File: src/rtl/peak_frame_receiver_if.sv
// peak_frame_receiver_if
// Purpose: bundles the tx byte FIFO read side, the word output handshake and the
//          frame status signals of the peak frame receiver.
// Ports  : none; master = receiver side, slave = FIFO/downstream side.
interface peak_frame_receiver_if;
  // Byte FIFO read side
  logic        ByteAvail;
  logic        ByteValid;
  logic [7:0]  ByteIn;
  logic        ByteRdEn;
  // Word output handshake
  logic [15:0] WordOut;
  logic        WordValid;
  logic        WordReady;
  logic [8:0]  WordIndex;
  // Frame status
  logic        FrameStart;
  logic        FrameDone;
  logic [8:0]  FrameLen;
  logic        FrameError;
  logic [1:0]  ErrCode;
  logic [15:0] FrameCount;

  modport master (
    input  ByteAvail, ByteValid, ByteIn, WordReady,
    output ByteRdEn, WordOut, WordValid, WordIndex,
           FrameStart, FrameDone, FrameLen, FrameError, ErrCode, FrameCount
  );

  modport slave (
    output ByteAvail, ByteValid, ByteIn, WordReady,
    input  ByteRdEn, WordOut, WordValid, WordIndex,
           FrameStart, FrameDone, FrameLen, FrameError, ErrCode, FrameCount
  );
endinterface

File: src/rtl/peak_frame_receiver.sv
// peak_frame_receiver
// Purpose     : pops the accumulator tx byte FIFO, finds FF 20 .. FF 80 frames and emits
//               16-bit MSB-first data words plus frame start/done/error status.
// Latency     : WordValid 1 cycle after the lo-byte ByteValid; FrameDone 1 cycle after the
//               stop-code byte; at most one FIFO read outstanding (1 byte per 2 cycles peak).
// Backpressure: WordOut/WordIndex held while WordValid & ~WordReady; no FIFO reads meanwhile.
// Ports:
//   SysClk, Reset    rising-edge clock, synchronous active-high reset
//   io_bus (master)  ByteAvail/ByteRdEn/ByteValid/ByteIn   tx FIFO read port
//                    WordOut/WordValid/WordReady/WordIndex  data word handshake
//                    FrameStart/FrameDone/FrameLen          frame boundary strobes + length
//                    FrameError/ErrCode/FrameCount          error pulse, sticky code, good frames
module peak_frame_receiver #(
  parameter logic [7:0]  MARKER     = 8'hFF,
  parameter logic [7:0]  START_CODE = 8'h20,
  parameter logic [7:0]  STOP_CODE  = 8'h80,
  parameter int unsigned MAX_WORDS  = 511,
  parameter int unsigned EXPECT_LEN = 0
) (
  input logic                   SysClk,
  input logic                   Reset,
  peak_frame_receiver_if.master io_bus
);

  localparam logic [9:0] MAX_W     = 10'(MAX_WORDS);
  localparam logic [8:0] EXP_L     = 9'(EXPECT_LEN);
  localparam bit         LEN_CHECK = (EXPECT_LEN != 0);

  localparam logic [1:0] ERR_LEN   = 2'd0;
  localparam logic [1:0] ERR_MARK  = 2'd1;
  localparam logic [1:0] ERR_OVF   = 2'd2;
  localparam logic [1:0] ERR_TRUNC = 2'd3;

  typedef enum logic [2:0] {
    S_HUNT,
    S_SYNC,
    S_FRAME_HI,
    S_FRAME_LO,
    S_EMIT,
    S_MARK_LO
  } state_t;

  state_t      r_state;
  logic        r_pending;
  logic [7:0]  r_hi;
  logic [15:0] r_word;
  logic        r_word_vld;
  logic [8:0]  r_index;
  logic        r_start;
  logic        r_done;
  logic [8:0]  r_len;
  logic        r_err;
  logic [1:0]  r_err_code;
  logic [15:0] r_count;

  state_t      w_state_nxt;
  logic [7:0]  w_hi;
  logic [15:0] w_word;
  logic        w_word_vld;
  logic [8:0]  w_index;
  logic        w_start;
  logic        w_done;
  logic [8:0]  w_len;
  logic        w_err;
  logic [1:0]  w_err_code;
  logic [15:0] w_count;

  logic        w_rd_en;
  logic        w_accept;
  logic [7:0]  w_byte;
  logic [9:0]  w_index_inc;

  // One read in flight at a time; reads are also held off while a word waits so that
  // a stalled downstream never makes us drop a byte. Reset gates the read so nothing
  // is popped from the FIFO while the receiver is being cleared.
  assign w_rd_en     = io_bus.ByteAvail & ~r_pending & (r_state != S_EMIT) & ~Reset;
  // A ByteValid with no read outstanding (e.g. from a read issued before reset) is ignored.
  assign w_accept    = io_bus.ByteValid & r_pending;
  assign w_byte      = io_bus.ByteIn;
  // One bit wider than the index so the MAX_WORDS == 511 compare cannot wrap.
  assign w_index_inc = {1'b0, r_index} + 10'd1;

  always_comb begin
    w_state_nxt = r_state;
    w_hi        = r_hi;
    w_word      = r_word;
    w_word_vld  = r_word_vld;
    w_index     = r_index;
    w_start     = 1'b0;
    w_done      = 1'b0;
    w_len       = r_len;
    w_err       = 1'b0;
    w_err_code  = r_err_code;
    w_count     = r_count;

    unique case (r_state)
      S_HUNT: begin
        if (w_accept && (w_byte == MARKER)) begin
          w_state_nxt = S_SYNC;
        end
      end

      S_SYNC: begin
        if (w_accept) begin
          if (w_byte == START_CODE) begin
            w_state_nxt = S_FRAME_HI;
            w_index     = 9'd0;
            w_start     = 1'b1;
          end else if (w_byte != MARKER) begin
            // A repeated marker keeps us in sync; anything else was not a start word.
            w_state_nxt = S_HUNT;
          end
        end
      end

      S_FRAME_HI: begin
        if (w_accept) begin
          w_hi = w_byte;
          // Data words never carry MARKER in the high byte, so this is a control word.
          w_state_nxt = (w_byte == MARKER) ? S_MARK_LO : S_FRAME_LO;
        end
      end

      S_FRAME_LO: begin
        if (w_accept) begin
          w_word      = {r_hi, w_byte};
          w_word_vld  = 1'b1;
          w_state_nxt = S_EMIT;
        end
      end

      S_EMIT: begin
        if (io_bus.WordReady) begin
          w_word_vld = 1'b0;
          w_index    = w_index_inc[8:0];
          if (w_index_inc == MAX_W) begin
            w_err       = 1'b1;
            w_err_code  = ERR_OVF;
            w_state_nxt = S_HUNT;
          end else begin
            w_state_nxt = S_FRAME_HI;
          end
        end
      end

      S_MARK_LO: begin
        if (w_accept) begin
          if (w_byte == STOP_CODE) begin
            w_done      = 1'b1;
            w_len       = r_index;
            w_state_nxt = S_HUNT;
            if (LEN_CHECK && (r_index != EXP_L)) begin
              w_err      = 1'b1;
              w_err_code = ERR_LEN;
            end else begin
              w_count = r_count + 16'd1;
            end
          end else if (w_byte == START_CODE) begin
            // New frame started before the old one was closed: report and resync onto it.
            w_err       = 1'b1;
            w_err_code  = ERR_TRUNC;
            w_start     = 1'b1;
            w_index     = 9'd0;
            w_state_nxt = S_FRAME_HI;
          end else begin
            w_err       = 1'b1;
            w_err_code  = ERR_MARK;
            w_state_nxt = S_HUNT;
          end
        end
      end

      default: begin
        w_state_nxt = S_HUNT;
      end
    endcase
  end

  always_ff @(posedge SysClk) begin
    if (Reset) begin
      r_state    <= S_HUNT;
      r_pending  <= 1'b0;
      r_hi       <= 8'd0;
      r_word     <= 16'd0;
      r_word_vld <= 1'b0;
      r_index    <= 9'd0;
      r_start    <= 1'b0;
      r_done     <= 1'b0;
      r_len      <= 9'd0;
      r_err      <= 1'b0;
      r_err_code <= 2'd0;
      r_count    <= 16'd0;
    end else begin
      r_state    <= w_state_nxt;
      if (w_rd_en) begin
        r_pending <= 1'b1;
      end else if (io_bus.ByteValid) begin
        r_pending <= 1'b0;
      end
      r_hi       <= w_hi;
      r_word     <= w_word;
      r_word_vld <= w_word_vld;
      r_index    <= w_index;
      r_start    <= w_start;
      r_done     <= w_done;
      r_len      <= w_len;
      r_err      <= w_err;
      r_err_code <= w_err_code;
      r_count    <= w_count;
    end
  end

  assign io_bus.ByteRdEn   = w_rd_en;
  assign io_bus.WordOut    = r_word;
  assign io_bus.WordValid  = r_word_vld;
  assign io_bus.WordIndex  = r_index;
  assign io_bus.FrameStart = r_start;
  assign io_bus.FrameDone  = r_done;
  assign io_bus.FrameLen   = r_len;
  assign io_bus.FrameError = r_err;
  assign io_bus.ErrCode    = r_err_code;
  assign io_bus.FrameCount = r_count;

endmodule
File: src/flat_wrapper.sv
// flat-port wrapper written by rule: the top's interface ports become plain ports
module peak_frame_receiver_flat 
#(
  parameter logic [7:0]  MARKER     = 8'hFF,
  parameter logic [7:0]  START_CODE = 8'h20,
  parameter logic [7:0]  STOP_CODE  = 8'h80,
  parameter int unsigned MAX_WORDS  = 511,
  parameter int unsigned EXPECT_LEN = 0
)
  (SysClk, Reset, io_bus_ByteAvail, io_bus_ByteValid, io_bus_ByteIn, io_bus_WordReady, io_bus_ByteRdEn, io_bus_WordOut, io_bus_WordValid, io_bus_WordIndex, io_bus_FrameStart, io_bus_FrameDone, io_bus_FrameLen, io_bus_FrameError, io_bus_ErrCode, io_bus_FrameCount);
  peak_frame_receiver_if io_bus_i ();
  input logic SysClk;
  input logic Reset;
  input wire logic [$bits(io_bus_i.ByteAvail)-1:0] io_bus_ByteAvail;
  input wire logic [$bits(io_bus_i.ByteValid)-1:0] io_bus_ByteValid;
  input wire logic [$bits(io_bus_i.ByteIn)-1:0] io_bus_ByteIn;
  input wire logic [$bits(io_bus_i.WordReady)-1:0] io_bus_WordReady;
  output wire logic [$bits(io_bus_i.ByteRdEn)-1:0] io_bus_ByteRdEn;
  output wire logic [$bits(io_bus_i.WordOut)-1:0] io_bus_WordOut;
  output wire logic [$bits(io_bus_i.WordValid)-1:0] io_bus_WordValid;
  output wire logic [$bits(io_bus_i.WordIndex)-1:0] io_bus_WordIndex;
  output wire logic [$bits(io_bus_i.FrameStart)-1:0] io_bus_FrameStart;
  output wire logic [$bits(io_bus_i.FrameDone)-1:0] io_bus_FrameDone;
  output wire logic [$bits(io_bus_i.FrameLen)-1:0] io_bus_FrameLen;
  output wire logic [$bits(io_bus_i.FrameError)-1:0] io_bus_FrameError;
  output wire logic [$bits(io_bus_i.ErrCode)-1:0] io_bus_ErrCode;
  output wire logic [$bits(io_bus_i.FrameCount)-1:0] io_bus_FrameCount;
  assign io_bus_i.ByteAvail = io_bus_ByteAvail;
  assign io_bus_i.ByteValid = io_bus_ByteValid;
  assign io_bus_i.ByteIn = io_bus_ByteIn;
  assign io_bus_i.WordReady = io_bus_WordReady;
  assign io_bus_ByteRdEn = io_bus_i.ByteRdEn;
  assign io_bus_WordOut = io_bus_i.WordOut;
  assign io_bus_WordValid = io_bus_i.WordValid;
  assign io_bus_WordIndex = io_bus_i.WordIndex;
  assign io_bus_FrameStart = io_bus_i.FrameStart;
  assign io_bus_FrameDone = io_bus_i.FrameDone;
  assign io_bus_FrameLen = io_bus_i.FrameLen;
  assign io_bus_FrameError = io_bus_i.FrameError;
  assign io_bus_ErrCode = io_bus_i.ErrCode;
  assign io_bus_FrameCount = io_bus_i.FrameCount;
  peak_frame_receiver #(.MARKER(MARKER), .START_CODE(START_CODE), .STOP_CODE(STOP_CODE), .MAX_WORDS(MAX_WORDS), .EXPECT_LEN(EXPECT_LEN)) u_core (.SysClk(SysClk), .Reset(Reset), .io_bus(io_bus_i));
endmodule
File: config.mk
export PLATFORM = sky130hd
export DESIGN_NAME = peak_frame_receiver_flat
export DESIGN_NICKNAME = d
export VERILOG_FILES = /design/src/rtl/peak_frame_receiver_if.sv /design/src/rtl/peak_frame_receiver.sv /design/src/flat_wrapper.sv
export SDC_FILE = /design/constraint.sdc
export NUM_CORES = 1
export LEC_CHECK = 0
export BUFFER_PORTS_ARGS = -buffer_cell sky130_fd_sc_hd__buf_2
export CAP_MARGIN = 20
export CORE_ASPECT_RATIO = 1.25
export CORE_MARGIN = 2
export CORE_UTILIZATION = 40
export DETAILED_ROUTE_END_ITERATION = 10
export HOLD_SLACK_MARGIN = 0.05
export PLACE_DENSITY = 0.7
export RECOVER_POWER = 50
export SLEW_MARGIN = 10
export SYNTH_ARGS = -nofsm -noshare
export SYNTH_HDL_FRONTEND = slang
export SYNTH_SLANG_ARGS = --single-unit
File: constraint.sdc
create_clock -name SysClk -period 4.8 [get_ports SysClk]
set_clock_uncertainty 0.2 [all_clocks]
set_input_delay 0.48 -clock SysClk [delete_from_list [all_inputs] [get_ports SysClk]]
set_output_delay 0.48 -clock SysClk [all_outputs]
set_load 0.005 [all_outputs]
---- Word-level counts from Yosys, hierarchy flattened ----
Cells that the tools add are included.
storage, ports and cells
  bits in read-only memories .............. 0
  register bits after elaboration ......... 68
  input bits .............................. 13
  word-level logic and storage cells ...... 97
  memory bits (writable) .................. 0
  memories ................................ 0
  latch bits .............................. 0
  output and inout bits ................... 57
cells by class
  add/sub/neg operators ................... 2
  equal/unequal tests ..................... 20
  divide/modulo/power cells ............... 0
  shift operators ......................... 0
  bitwise operators ....................... 8
  mux-type cells .......................... 41
  reduce and logical (&&, ||, !) cells .... 14
  order comparisons ....................... 0
  $mul .................................... 0
operators with widths
  kind                                                                      number
  9-bit two-way mux                                                         5
  3-bit two-way mux                                                         10
  9-bit one-hot mux with 3 select lines                                     1
  3-bit one-hot mux with 6 select lines                                     1
  16-bit by 1-bit adder with 16-bit output (second input constant)          1
  8-bit equality test (second input constant)                               2
  2-bit two-way mux                                                         7
  1-bit two-way mux                                                         13
  2-bit by 1-bit inequality test with 1-bit output (second input constant)  6
  9-bit by 1-bit adder with 10-bit output (second input constant)           1
  10-bit by 9-bit equality test with 1-bit output (second input constant)   1
  5-bit AND reduction                                                       2
  8-bit by 6-bit equality test with 1-bit output (second input constant)    1
  8-bit inequality test (second input constant)                             1
  7-bit AND reduction                                                       1
  3-bit by 2-bit equality test with 1-bit output (second input constant)    2
  3-bit equality test (second input constant)                               2
  1-bit one-hot mux with 2 select lines                                     3
  3-bit AND reduction                                                       2
  2-bit nonzero test                                                        3
  1-bit bitwise AND                                                         4
  2-bit inequality test (second input constant)                             2
  1-bit NOT                                                                 4
  2-bit one-hot mux with 2 select lines                                     1
  other kinds (8)                                                           9

---- Longest topological paths before layout ----
  word-level depth ........................ 5
  mapped depth ............................ 7
  depth with buffers taken out ............ 6

---- Least setup slack after synthesis ----
No wires, ideal clock.
  path type ............................... input-to-reg
  start point ............................. input port io_bus_ByteIn[3]
  end point ............................... register u_core.r_count[15], in the netlist u_core.io_bus.FrameCount[15]
  slack ................................... 2.748 ns
  setup time .............................. 0.123 ns
  required time ........................... 4.477 ns
  buffers on the path ..................... 1
  arrival time ............................ 1.728 ns
  cell stages on the path ................. 6
  cell sequence ........................... nor4_4 -> and4_1 -> buf_4 -> nand3_4 -> nor3_1 -> mux2_1
on the way
  word-level cells in the longest chain between the ends .. 2
RTL lines
  element                               line                        source
  start: declaration                    flat_wrapper.sv:16          input wire logic [$bits(io_bus_i.ByteIn)-1:0] io_bus_ByteIn;
  8-bit equality test                   peak_frame_receiver.sv:148  if (w_byte == STOP_CODE) begin
  3-bit AND reduction (no source line)  --
  end signal: assignment                peak_frame_receiver.sv:209  r_count <= w_count;
  end: declaration                      peak_frame_receiver.sv:54   logic [15:0] r_count;
Every way passes these cells.
A chain may end at the register's enable or synchronous reset.

---- Worst setup path in the final report ----
  start point ............................. register u_core.r_state[0]
  end point ............................... register u_core.r_count[15], in the netlist u_core.io_bus.FrameCount[15]
on the way
  word-level cells in the longest chain between the ends .. 2
RTL lines
  element                               line                        source
  start: declaration                    peak_frame_receiver.sv:43   state_t r_state;
  start signal: assignment              peak_frame_receiver.sv:194  r_state <= w_state_nxt;
  3-bit equality test                   peak_frame_receiver.sv:96   unique case (r_state)
  3-bit AND reduction (no source line)  --
Every way passes these cells.

==> flow_metrics.py <==
metrics = {
    "clock_network": {
        "cts_sinks": 68,
        "clk_latency_ps": 350,
        "cts_root_buf": "clkbuf_8",
        "ctsHoldBuffers": 0,
        "h-tree-depth": 3,
        "cts_tree": "done",
        "postCtsSetupRepairBufs": 0,
        "clk_pin_slew_worst_paths_ps": 80,
        "numCtsBuffers": 9,
        "cts_buffer_depth": 2,
        "ctsResizeCount": 0,
    },
    "worst_hold_path": {
        "min_path_type": "input pin to flip-flop",
    },
    "logic_synthesis": {
        "ys_seq_area_frac": 0.442,
        "yosys.area_share.simple": 0.288,
        "synth.distinct_cells": 48,
        "syn_nets": 394,
        "ys_warn_count": 0,
        "async_flop_share": 0,
        "syn_inst": 378,
        "postSynthAreaPerCell_um2": 8.14,
        "synth_area_mm2": 0.00308,
        "synth_mux_area_frac": 0.0297,
        "synth_edf_count": 0,
        "synthXorXnorAreaFrac": 0.0370,
        "synth_top_family_by_area": "simple AND/OR/NAND/NOR gates",
        "synth_compound_area_frac": 0.157,
        "synth_ff_type": "dfxtp_1",
        "synthAdderAreaFrac": 0.0122,
        "ys_ff_latch": 68,
    },
    "sta": {
        "clock.fmax_mhz": 419,
        "hold_slack_ps": 215,
        "rsz0062_at_grt": "false",
        "worst-slew-pin-transition_ps": 753,
        "fin_crit_ps": 2380,
        "final.setup.tns_ps": 0,
        "finalHoldViolCount": 0,
        "setup_viol": 0,
        "period_share": 0.497,
        "max_slew_margin": 0.495,
        "slew_viol_final": 0,
    },
    "placed_design": {
        "place_congestion": 0.807,
        "portBuffers": 69,
        "dp_hpwl_mm": 5.02,
        "dp.cells": 521,
    },
    "setup_path": {
        "worstSetupPathType": "flip-flop to flip-flop",
        "endpoint_kind": "flip-flop",
        "arrival_ps": 2420,
        "cp.required_ps": 4830,
        "path_max_fanout": 23,
        "start_kind": "flip-flop",
    },
    "global_routing": {
        "grt_pass1_vias": 2630,
        "grt_pass1_wl_mm": 11.9,
        "overflow": 0,
        "track_usage": 0.181,
        "grt_max_degree": 71,
        "grt_antenna_before_repair": 0,
    },
    "routing": {
        "num_vias": 2794,
        "post_drt_wl_per_cell_um": 13.5,
        "wirelength_mm": 7.27,
        "drc": 0,
        "vias_per_cell": 5.19,
        "ant_nets": 0,
        "drt_pass1_iterations": 4,
        "first_iter_violations": 172,
    },
    "floorplan": {
        "die_area_mm2": 0.00841,
        "dieHeight_um": 102,
        "ios": 70,
        "start_util": 0.416,
        "core_area_mm2": 0.00740,
        "rows": 35,
        "die_w_um": 82.4,
    },
    "finish": {
        "final_nets": 457,
        "areaGrowthSynthToFinish_pct": 18.1,
        "diodes": 0,
        "drive_gt1_frac": 0.141,
        "fillers": 759,
        "layoutNonFillerInstCount": 538,
    },
    "pwr": {
        "power_w": 0.00107,
        "power_density_mw_per_mm2": 293,
        "p_leak_nw": 1.30,
        "peakVddDrop_v": 0.000201,
    },
    "run": {
        "maxCapViolations": 0,
    },
    "status": {
        "status": "complete, no violations",
    },
}
## synth_stat cells, drive strengths merged (7+ instances only)
cell	n	area share
nand2	69	0.084
dfxtp	68	0.44
a21oi	44	0.072
nor2	40	0.049
clkbuf	15	0.018
nand4	15	0.031
o21ai	13	0.021
xor2	10	0.028
and2	9	0.018
mux2i	8	0.026
nand3	8	0.017
nor3	7	0.013
## layout make-up
class / instances / area (µm²) / share of cell area
Multi-Input combinational cell: 285 / 1610 / 0.443
Sequential cell: 68 / 1360 / 0.375
Clock buffer: 9 / 124 / 0.0341
Inverter: 5 / 18.8 / 0.00517
Clock inverter: 7 / 76.3 / 0.0210
Timing Repair Buffer: 72 / 327 / 0.0899
Tap cell: 92 / 115 / 0.0317
## cell families (layout without fill, tap and decap cells)
group | Yosys count | count (layout)
xor gates and xnor gates | 13 | 13
AOI/OAI and AO/OA | 81 | 81
and+or+nand+nor | 179 | 179
buffers and inverters | 25 | 93
adders and majority gates | 3 | 3
DFF | 68 | 68
muxes | 9 | 9
## state kept, by name, summed over array words and instances (netlist names)
signal,cells
u_core.io_bus.WordOut,16
u_core.io_bus.FrameCount,16
u_core.io_bus.FrameLen,9
u_core.io_bus.FrameError,1
u_core.io_bus.WordValid,1
u_core.io_bus.FrameStart,1
u_core.r_pending,1
u_core.io_bus.ErrCode,2
u_core.io_bus.FrameDone,1
u_core.io_bus.WordIndex,9
u_core.r_state,3
u_core.r_hi,8
## worst paths after layout
| kind | slack, ps | to | depth (start not counted) | start |
|---|---|---|---|---|
| min | 210 | u_core.io_bus.WordOut[7]$_SDFFE_PP0P_ | 3 | io_bus_ByteIn[7] |
| min reg2reg | 250 | u_core.io_bus.FrameLen[0]$_SDFFE_PP0P_ | 2 | u_core.io_bus.FrameLen[0]$_SDFFE_PP0P_ |
| max | 2420 | u_core.io_bus.FrameCount[15]$_SDFFE_PP0P_ | 6 | u_core.r_state[0]$_SDFFE_PP0P_ |
| max reg2reg | 2420 | u_core.io_bus.FrameCount[15]$_SDFFE_PP0P_ | 6 | u_core.r_state[0]$_SDFFE_PP0P_ |
## power by group
group          total (W)  internal, W  switching (W)
combinational  0.0000271   0.00000770      0.0000194
sequential      0.000565     0.000564     0.00000105
clock           0.000473     0.000242       0.000231
total            0.00107     0.000814       0.000251
## cells in the final DEF (no fill, tap or decap), types with 2 or more instances in the layout
cell type   instances
a21bo_2             2
a21boi_0            3
a21o_1              3
a21oi_1            44
a311oi_1            5
a31oi_1             2
and2_1              8
and3_1              4
and4_1              2
buf_2              36
buf_4               3
clkbuf_1           33
clkbuf_8            9
clkinv_4            2
clkinvlp_4          2
dfxtp_1            68
ha_1                3
inv_1               5
mux2i_1             8
nand2_1            69
nand2b_1            4
nand3_1             7
nand3b_1            2
nand4_1            15
nor2_1             40
nor2b_1             5
nor3_1              6
nor3b_1             2
nor4b_1             3
o21ai_0            13
or3_1               4
xnor2_1             3
xor2_1             10
## per-layer routing
layer,global-route usage,vias up,share of wire
met5,0,-,0
met4,0.0705,0,0.0087
met3,0.0486,4,0.054
met2,0.287,71,0.48
met1,0.234,1286,0.46
li1,-,1433,-
## stage by stage
step	util	setup slack [ps]	instance area, µm²
CTS	0.495	2420	3670
global route	0.491	2200	3630
detailed placement	0.468	2250	3470
global placement	0.468	2320	3470
floorplan	-	2750	3080
finish	0.491	2420	3630
## critical path, stage by stage, from the launching register on
cell and delay [ps]:
dfxtp_1 620, nor2b_1 250, and4_1 220, buf_4 280, nand3_4 110, nor3_1 240
mux2_1 350
No activity file was read; power rests on OpenSTA's default activity.
